### config.mk
export PLATFORM = sky130hd
export DESIGN_NAME = matrix_scan_driver
export DESIGN_NICKNAME = d
export VERILOG_FILES = /design/src/rtl/matrix_scan_driver_pkg.sv /design/src/rtl/matrix_scan_driver_row_timer.sv /design/src/rtl/matrix_scan_driver.sv
export SDC_FILE = /design/constraint.sdc
export NUM_CORES = 1
export LEC_CHECK = 0
export ABC_CLOCK_PERIOD_IN_PS = 4650
export CORE_ASPECT_RATIO = 1.4
export CORE_UTILIZATION = 46
export CTS_CLUSTER_DIAMETER = 200
export DETAILED_ROUTE_END_ITERATION = 7
export PLACE_DENSITY = 0.76
export RECOVER_POWER = 100
export SETUP_SLACK_MARGIN = 0.15
export SLEW_MARGIN = 20
export SYNTH_ARGS = -nofsm -noshare
export SYNTH_HDL_FRONTEND = slang
export SYNTH_SLANG_ARGS = --single-unit
### constraint.sdc
create_clock -name clk -period 4.65 [get_ports clk]
set_clock_uncertainty 0.15 [all_clocks]
set_input_delay 0.93 -clock clk [delete_from_list [all_inputs] [get_ports clk]]
set_output_delay 0.93 -clock clk [all_outputs]
set_load 0.1 [all_outputs]
### src/rtl/matrix_scan_driver_pkg.sv
// Shared constants, scan state encoding and row-select helper for the LED matrix scanner.
package matrix_scan_driver_pkg;

    localparam int unsigned MATRIX_ROWS = 8;
    localparam int unsigned MATRIX_COLS = 16;
    localparam int unsigned FRAME_W     = MATRIX_ROWS * MATRIX_COLS;

    typedef enum logic [1:0] {
        StIdle  = 2'd0,
        StBlank = 2'd1,
        StDrive = 2'd2
    } scan_state_e;

    // Active-low one-cold row select: only the addressed row is pulled low.
    function automatic logic [MATRIX_ROWS-1:0] row_onehot_n(input logic [2:0] row);
        logic [MATRIX_ROWS-1:0] sel;
        sel      = '1;
        sel[row] = 1'b0;
        return sel;
    endfunction

endpackage

### src/rtl/matrix_scan_driver_row_timer.sv
// Loadable down-counter with a zero flag; holds at zero until reloaded.
module matrix_row_timer #(
    parameter int unsigned Width = 10
) (
    input  logic             clk_i,
    input  logic             rst_i,
    input  logic             load_i,
    input  logic [Width-1:0] load_val_i,
    output logic             zero_o
);

    logic [Width-1:0] cnt_q, cnt_d;

    always_comb begin
        cnt_d = cnt_q;
        if (load_i) begin
            cnt_d = load_val_i;
        end else if (cnt_q != '0) begin
            cnt_d = cnt_q - 1'b1;
        end
    end

    always_ff @(posedge clk_i) begin
        if (rst_i) begin
            cnt_q <= '0;
        end else begin
            cnt_q <= cnt_d;
        end
    end

    assign zero_o = (cnt_q == '0);

endmodule

### src/rtl/matrix_scan_driver.sv
// Row-multiplexed 8x16 LED matrix scanner with double-buffered frames and inter-row blanking.
module matrix_scan_driver
    import matrix_scan_driver_pkg::*;
#(
    parameter int unsigned DWELL_CYCLES = 1024,
    parameter int unsigned BLANK_CYCLES = 16,
    parameter int unsigned ROWS         = MATRIX_ROWS,
    parameter int unsigned COLS         = MATRIX_COLS
) (
    input  logic                       clk,
    input  logic                       rst,
    input  logic                       enable,
    input  logic [ROWS*COLS-1:0]       frame_data,
    input  logic                       frame_valid,
    output logic                       frame_ready,
    output logic                       frame_done,
    output logic [$clog2(ROWS)-1:0]    cur_row,
    output logic [ROWS-1:0]            MATRIX_ROW,
    output logic [COLS-1:0]            MATRIX_COL
);

    localparam int unsigned RowW      = $clog2(ROWS);
    localparam int unsigned FrameW    = ROWS * COLS;
    localparam int unsigned MaxCycles = (DWELL_CYCLES > BLANK_CYCLES) ? DWELL_CYCLES
                                                                       : BLANK_CYCLES;
    localparam int unsigned CntW      = (MaxCycles > 1) ? $clog2(MaxCycles) : 1;

    localparam logic [CntW-1:0] BlankLoad = CntW'(BLANK_CYCLES - 1);
    localparam logic [CntW-1:0] DwellLoad = CntW'(DWELL_CYCLES - 1);
    localparam logic [RowW-1:0] LastRow   = RowW'(ROWS - 1);

    scan_state_e       state_q, state_d;
    logic [RowW-1:0]   row_q, row_d;
    logic [FrameW-1:0] pending_q, pending_d;
    logic [FrameW-1:0] active_q, active_d;
    logic              pending_full_q, pending_full_d;
    logic [ROWS-1:0]   mat_row_q, mat_row_d;
    logic [COLS-1:0]   mat_col_q, mat_col_d;

    logic              timer_load;
    logic [CntW-1:0]   timer_val;
    logic              timer_zero;
    logic              promote;
    logic              accept;

    matrix_row_timer #(
        .Width (CntW)
    ) u_row_timer (
        .clk_i      (clk),
        .rst_i      (rst),
        .load_i     (timer_load),
        .load_val_i (timer_val),
        .zero_o     (timer_zero)
    );

    // Held low throughout reset so nothing is accepted while rst is asserted.
    assign frame_ready = ~pending_full_q & ~rst;
    assign accept      = frame_valid & frame_ready;

    always_comb begin
        state_d    = state_q;
        row_d      = row_q;
        timer_load = 1'b0;
        timer_val  = BlankLoad;
        promote    = 1'b0;
        frame_done = 1'b0;
        unique case (state_q)
            StIdle: begin
                row_d   = '0;
                promote = pending_full_q;
                if (enable) begin
                    state_d    = StBlank;
                    timer_load = 1'b1;
                    timer_val  = BlankLoad;
                end
            end
            StBlank: begin
                if (!enable) begin
                    state_d = StIdle;
                    row_d   = '0;
                end else if (timer_zero) begin
                    state_d    = StDrive;
                    timer_load = 1'b1;
                    timer_val  = DwellLoad;
                end
            end
            StDrive: begin
                if (!enable) begin
                    state_d = StIdle;
                    row_d   = '0;
                end else if (timer_zero) begin
                    state_d    = StBlank;
                    timer_load = 1'b1;
                    timer_val  = BlankLoad;
                    if (row_q == LastRow) begin
                        frame_done = 1'b1;
                        promote    = pending_full_q;
                        row_d      = '0;
                    end else begin
                        row_d = row_q + 1'b1;
                    end
                end
            end
            default: begin
                state_d = StIdle;
                row_d   = '0;
            end
        endcase
    end

    // Outputs are registered from next-state values so the pins change on the state edge.
    always_comb begin
        pending_d      = pending_q;
        pending_full_d = pending_full_q;
        active_d       = active_q;
        if (promote) begin
            active_d       = pending_q;
            pending_full_d = 1'b0;
        end else if (accept) begin
            pending_d      = frame_data;
            pending_full_d = 1'b1;
        end
        mat_row_d = '1;
        mat_col_d = '1;
        if (state_d == StDrive) begin
            mat_row_d = row_onehot_n(row_d);
            mat_col_d = ~active_d[row_d*COLS +: COLS];
        end
    end

    always_ff @(posedge clk) begin
        if (rst) begin
            state_q        <= StIdle;
            row_q          <= '0;
            pending_q      <= '0;
            pending_full_q <= 1'b0;
            active_q       <= '0;
            mat_row_q      <= '1;
            mat_col_q      <= '1;
        end else begin
            state_q        <= state_d;
            row_q          <= row_d;
            pending_q      <= pending_d;
            pending_full_q <= pending_full_d;
            active_q       <= active_d;
            mat_row_q      <= mat_row_d;
            mat_col_q      <= mat_col_d;
        end
    end

    assign cur_row    = row_q;
    assign MATRIX_ROW = mat_row_q;
    assign MATRIX_COL = mat_col_q;

endmodule

---- After elaboration in Yosys (flattened, before gate mapping) ----
Index checks and enable logic that the tools add are counted.
cells by class
  $add $sub $neg .......................... 2
  order comparisons ....................... 2
  eq/ne operators ......................... 4
  shift operators ......................... 1
  multiplexer cells ....................... 31
  bitwise operators ....................... 8
  reductions and logical operators ........ 9
operators by type and width
  operator               number
  $mux 128               1
  $shiftx 128x8->16      1
  $mux 10                5
  $not 16->16            1
  $mux 3                 4
  $mux 1                 11
  $logic_not 10->1       1
  $mux 2                 5
  $reduce_bool 10->1     1
  $sub 10x1->10 const B  1
  $not 8->8              1
  $pmux 2 s3             1
  $pmux 3 s2             1
  $reduce_or 2->1        3
  $eq 2x2->1 const B     2
  $lt 3x4->1 const B     1
  $not 1->1              4
  $pmux 1 s2             2
  $add 3x1->3 const B    1
  $demux 1 s3            1
  $eq 3x3->1 const B     1
  $ge 3x1->1 const B     1
  $and 1x1->1            2
  $eq 2x1->1 const B     1
  4 further kinds        4
word-level totals
  register bits ........................... 296
  input port bits ......................... 132
  output and inout bits ................... 29
  logic and storage cells ................. 65

---- Depth between registers and ports, before layout ----
  depth after elaboration ................. 10
  gate-level depth with buffers ........... 12
  depth with buffers taken out ............ 9

---- By module ----
Synthesis repeated with hierarchy kept, for this count alone.
unflattened totals
  cell total of the unflattened synthesis .. 1,348
  area, all modules ....................... 12,164.2 um^2
by module, submodules not included
  module              instances  cells each  area each (um^2)  sequential area each (um^2)
  matrix_scan_driver  1          1,275       11,557.3          5,725.5
  matrix_row_timer    1          73          606.8             200.2

---- Worst setup path before layout ----
Ideal clock, no wire load.
  path kind ............................... reg-to-reg
  start point ............................. reg row_q[0], in the netlist cur_row[0]
  end point ............................... reg mat_col_q[12], in the netlist MATRIX_COL[12]
  library setup time ...................... 0.127 ns
  arrival time ............................ 4.051 ns
  data required time ...................... 4.373 ns
  slack ................................... 0.322 ns
  cell stages (with the launch flop) ...... 11
  path buffers ............................ 2
  period minus slack after synthesis ...... 4.328 ns
  path through ............................ dfxtp_1 -> ha_1 -> ha_1 -> nand4b_1 -> nor3_2 -> o21ai_1 -> buf_2 -> buf_2 -> nand4_1 -> nand3_1 -> or3_1
between the ends
  longest elaborated chain between the ends .. 8
  elaborated cells between the ends (all ways) .. 14
  classes of those cells .................. add/sub (1); eq/ne (1); shift (1); mux (10); bitwise (1)
ends and longest elaborated chain
  item                                                                 RTL line                   text
  start, declared                                                      matrix_scan_driver.sv:33   logic [RowW-1:0] row_q, row_d;
  start signal, assigned                                               matrix_scan_driver.sv:142  row_q <= row_d;
  parallel branches: the longest is 6 deep, another holds $add 3x1->3  --
  $shiftx 128x8->16 *                                                  matrix_scan_driver.sv:127  mat_col_d = ~active_d[row_d*COLS +: COLS];
  $not 16->16 *                                                        matrix_scan_driver.sv:127
  end signal, assigned                                                 matrix_scan_driver.sv:147  mat_col_q <= mat_col_d;
  end, declared                                                        matrix_scan_driver.sv:38   logic [COLS-1:0] mat_col_q, mat_col_d;
Mark *: on every way between the ends.
A chain may end at the register's enable or synchronous reset.

---- Worst setup path in the final report ----
  start point ............................. reg u_row_timer.cnt_q[0]
  end point ............................... out frame_done
between the ends
  longest elaborated chain between the ends .. 4
ends and longest elaborated chain
  item                    RTL line                            text
  start, declared         matrix_scan_driver_row_timer.sv:12  logic [Width-1:0] cnt_q, cnt_d;
  start signal, assigned  matrix_scan_driver_row_timer.sv:27  cnt_q <= cnt_d;
  $logic_not 10->1        matrix_scan_driver_row_timer.sv:31  assign zero_o = (cnt_q == '0);
  $mux 1                  matrix_scan_driver.sv:91            end else if (timer_zero) begin
  $mux 1                  matrix_scan_driver.sv:88            if (!enable) begin
  $mux 1                  matrix_scan_driver.sv:67            unique case (state_q)
  end, declared           matrix_scan_driver.sv:16            output logic frame_done,
Every way passes these cells.

==> results <==
- The most frequent cell after synthesis is sky130_fd_sc_hd__nand2_1.
- During synthesis, Yosys emitted a total of 0 warnings.
- Before antenna repair, the detailed router went through 5 iterations.
- The transition time at the pin with the least slew margin is 2260 ps.
- The post-synthesis cell area is 12,200 sq um.
- The total global-route track usage is 23.6%.
- The worst reg-to-reg path cell count is 9.
- The initialized floorplan defines 70 standard-cell rows.
- Of the synthesized area, sequential elements account for 48.7%.
- Leaving out filler cells and counting taps, the final layout contains roughly 2,000.
- The synthesized area per cell is approximately 8 sq um.
- For this design, the sink count on the clock tree is 296.
- Across the VDD grid, the largest voltage drop is 0.292 mV.
- The total internal power is 4.38 mW.
- Of all nets on the critical path, the largest fanout is 7.
- The root buffer cell is sky130_fd_sc_hd__clkbuf_16.
- In this run the biggest area consumer among cell types represents 48.7% of the synthesized area.
- Across all register-to-register paths, the minimum setup slack is 560 ps.
- At the worst endpoint, the arrival time is 3070 ps.
- The final critical-path share of the clock period is slightly below 90%.
- The wire length of the first global-routing pass is between 50,000 and 60,000 um.
- The adder-cell area share of the yosys netlist is 0.720%.
- Clock latency on the worst-skew pair, taken at its later pin, is approximately 550 ps.
- At the end of routability-driven placement, the weighted congestion stood at 0.888.
- The effective utilization at floorplan is 46.7%.
- Max-cap violations in this run came to 2.
- By area the synthesized netlist is led by sky130_fd_sc_hd__dfxtp_1, sky130_fd_sc_hd__nand2_1, sky130_fd_sc_hd__a21oi_1, sky130_fd_sc_hd__nand2b_1, sky130_fd_sc_hd__o21ai_0.
- The hold violation count in the final report is 0.
- Power spread over the standard cell area amounts to 393 nW/um^2.
- Sequential cells burn 47.8% of the power.
- The number of clock buffers inserted by TritonCTS is 28.
- In this run the critical register-to-register path is captured at MATRIX_COL[4]$_SDFF_PP1_.
- The classification of the worst setup path is reg -> out.
- In this run the count of I/O pins placed on the die edge is 161.
- The number of nets at the end of the flow is 1,781.
- The cell count after synthesis came out at 1,550.
- The launch instance of the worst register-to-register path is u_row_timer.cnt_q[0]$_SDFFE_PP0P_.
- The number of synthesized register bits is 296.
- The clock passes through at most 3 buffers.
- The number of setup violations in the final report is 0.
- For this block, the initial DRC count from the detailed router was 879.
- The die outline height is about 200 um.
- In this run the remaining antenna-violating nets after routing total 0.
- The worst slew slack as a fraction of its limit is -50.5%.
- The flow ran to the end, but the final reports show violations.
- The critical path buffer and inverter count is 2.
- The post-route netlist has 4.75% of its cells at a drive strength greater than 1.
- Of all flip-flops after synthesis, the portion carrying an async set or reset was 0%.
- By area, the combinational part of the netlist is dominated by simple AND/OR/NAND/NOR gates.
- The worst stage delay on the critical path is 660 ps.
- Dividing the detail-routed via count by the number of cells gives 5.39.
- Timing would allow up to roughly 0.24 GHz.
- The number of logic stages on the critical path including buffering is 5.
- In this run the horizontal extent of the chip is 139 um.
- The synthesis-to-layout area growth is 21.9%.
- Wires add up to 32,700 um.
- Detailed placement finished with a half-perimeter wire length of 22,600 um.
- The max-slew violation count is approximately 240.
- After detailed routing, the number of remaining DRC violations is 0.
- Counting flops with a built-in enable in the synthesized netlist gives 0.
- The post-synthesis xor/xnor area fraction is 0.504%.
- The number of setup buffers added after CTS is 0.
- The routed layout has 10,700 vias.
- After synthesis, the share of cell area in mux cells is 2.06%.
- The leakage power is about 5.0 nW.
- The repair_antennas step left the layout with diodes totalling 0.
- The smallest clock period supported by the final layout is computed as 4150 ps.
- STA classifies the critical path endpoint as an output port.
- The setup TNS is 0 ps.
- The post-synthesis compound-gate area fraction is 16.4%.
- Sorting the synthesized cells by how often they occur yields sky130_fd_sc_hd__nand2_1, sky130_fd_sc_hd__dfxtp_1, sky130_fd_sc_hd__a21oi_1.
- Counting distinct cell types in the post-synthesis netlist gives 52.
- The switching power is 1.45 mW.
- The class of the tightest hold or removal check is reg -> reg.
- TritonCTS built the clock tree.
- The worst setup path endpoint is frame_done.
- The cell accounting for the most synthesized area is sky130_fd_sc_hd__dfxtp_1.
- On the critical path, the stage with the largest delay is an instance of sky130_fd_sc_hd__or4b_1.
- In this run the number of H-tree levels came out at 1.
- The full die area is 27,100 sq um.
- The number of port buffers is 160.
- The clock network burns 40.8% of the power.
- Net switching is 24.9% of the power.
- The total of hold buffers inserted after clock tree synthesis is 0.
- At the worst endpoint, the required time is 3570 ps.
- Before CTS, the worst setup slack after placement is about 710 ps.
- The most used flip-flop cell after synthesis is sky130_fd_sc_hd__dfxtp_1.
- The total power is 5.83 mW.
- The most critical setup path has its startpoint at u_row_timer.cnt_q[0]$_SDFFE_PP0P_.
- For this run, the share of the core covered by cells in the final layout is 57.0%.
- The placeable core region is between 20,000 and 30,000 sq um.
- The via count of the first global-routing pass was 10,200.
- The pin count of the biggest net entering global routing is 146.
- Per report_power, the combinational group accounts for a little under an eighth of the total.
- The clock-pin slew on the worst setup and hold paths is 60 ps.
- The smallest setup slack after layout is 503 ps.
- The cell type group with the largest total delay on the critical path is simple AND/OR/NAND/NOR gates.
- Setup repair after global routing left no endpoint under its margin.
- The critical path launch point type is a flop.
- Global routing finished with a remaining overflow of 0.
- The startpoint of the most critical hold path is pending_q[103]$_SDFFE_PP0P_.
- The basic-gate share of the synthesized area counting and, or, nand and nor cells is 27.1%.
- The final reports fail on capacitance limit, slew limit.
- The net count of the mapped netlist is between 1,500 and 2,000.
- The average wire length per cell after detail routing is 16.5 um.
- The signal on the critical path passes through inv_1, ha_1, or4b_1, nor3_1, clkbuf_2.
- In this run, post-CTS repair resized a total of 0 instances.
- The total placed cells including tap cells is 1,936.
- The number of antenna violations at the first check in global routing is 0.
how the worst min path moves through the flow:
| stage | to | cells past startpoint |
|---|---|---|
| 3_5_place_dp | active_q[103]$_SDFF_PP0_ | 2 |
| 6_report | active_q[103]$_SDFF_PP0_ | 2 |
| 3_3_place_gp | active_q[0]$_SDFF_PP0_ | 2 |
| 2_1_floorplan | active_q[100]$_SDFF_PP0_ | 2 |
| 5_1_grt | active_q[103]$_SDFF_PP0_ | 2 |
| 4_1_cts | active_q[103]$_SDFF_PP0_ | 2 |
registers in the layout, indices dropped and copies added, names as in the netlist:
register           flops
cur_row                3
MATRIX_ROW             8
active_q             128
pending_full_q         1
pending_q            128
state_q                2
MATRIX_COL            16
u_row_timer.cnt_q     10
metrics by stage:
step	cell area [sq um]	hold slack, ps
finish	14800	302
global route	14800	317
CTS	14800	302
detailed placement	13900	293
global placement	13900	292
floorplan	12200	282
cell usage in the layout, fill, tap and decap left out, drive strengths merged, types with 8 or more instances in the layout:
| cell type | instances |
|---|---|
| dfxtp | 296 |
| o21ai | 137 |
| nand2b | 129 |
| a31oi | 10 |
| nor2 | 21 |
| clkbuf | 46 |
| nand3 | 23 |
| nand2 | 480 |
| clkdlybuf4s50 | 130 |
| buf | 16 |
| nor3 | 22 |
| dlygate4sd3 | 27 |
| mux2i | 25 |
| a21oi | 186 |
| a22oi | 8 |
| or3 | 14 |
| nand4 | 15 |
cells by family (layout without fill, tap and decap cells):
| family | Yosys count | in the layout |
|---|---|---|
| flops | 296 | 296 |
| mux | 25 | 25 |
| buf+inv | 122 | 235 |
| xor+xnor | 7 | 7 |
| fa+ha+maj | 7 | 7 |
| simple gates | 726 | 726 |
| compound gates | 367 | 367 |
worst register-to-register path, cell delays in order, from the launching register on:
cell and delay [ps]:
sky130_fd_sc_hd__dfxtp_1 320, sky130_fd_sc_hd__inv_1 90, sky130_fd_sc_hd__ha_1 240, sky130_fd_sc_hd__or4b_1 670, sky130_fd_sc_hd__o41ai_1 590, sky130_fd_sc_hd__o22a_1 540
sky130_fd_sc_hd__nand2_1 460, sky130_fd_sc_hd__nor2_1 570, sky130_fd_sc_hd__a22oi_1 250, sky130_fd_sc_hd__nand4_1 150
power by group through the flow:
stage,clock network [mW],logic (mW),registers [mW]
after floorplan,0,0.444,2.79
after global placement,0,0.649,2.84
after detailed placement,0,0.659,2.84
after CTS,2.40,0.666,2.79
after global routing,2.50,0.731,2.80
final,2.38,0.661,2.79
cell type report:
cell class              instances  area, sq um
clock buffers                  42          845
inverters                       7         26.3
fillers                      2350        11200
clock inverters                 9          125
flip-flops and latches        296         5930
repair buffers                177         1770
well taps                     324          405
multi-input cells            1132         5720
layer usage:
| metal | part of all wire [%] | vias up | global-route usage [%] |
|---|---|---|---|
| met3 | 5.6 | 78 | 2.83 |
| li1 | - | 5339 | - |
| met1 | 41 | 4943 | 29.0 |
| met5 | 0 | - | 0 |
| met2 | 49 | 359 | 40.5 |
| met4 | 4.7 | 0 | 12.2 |
Note: power is estimated with default switching activity, not from simulation.
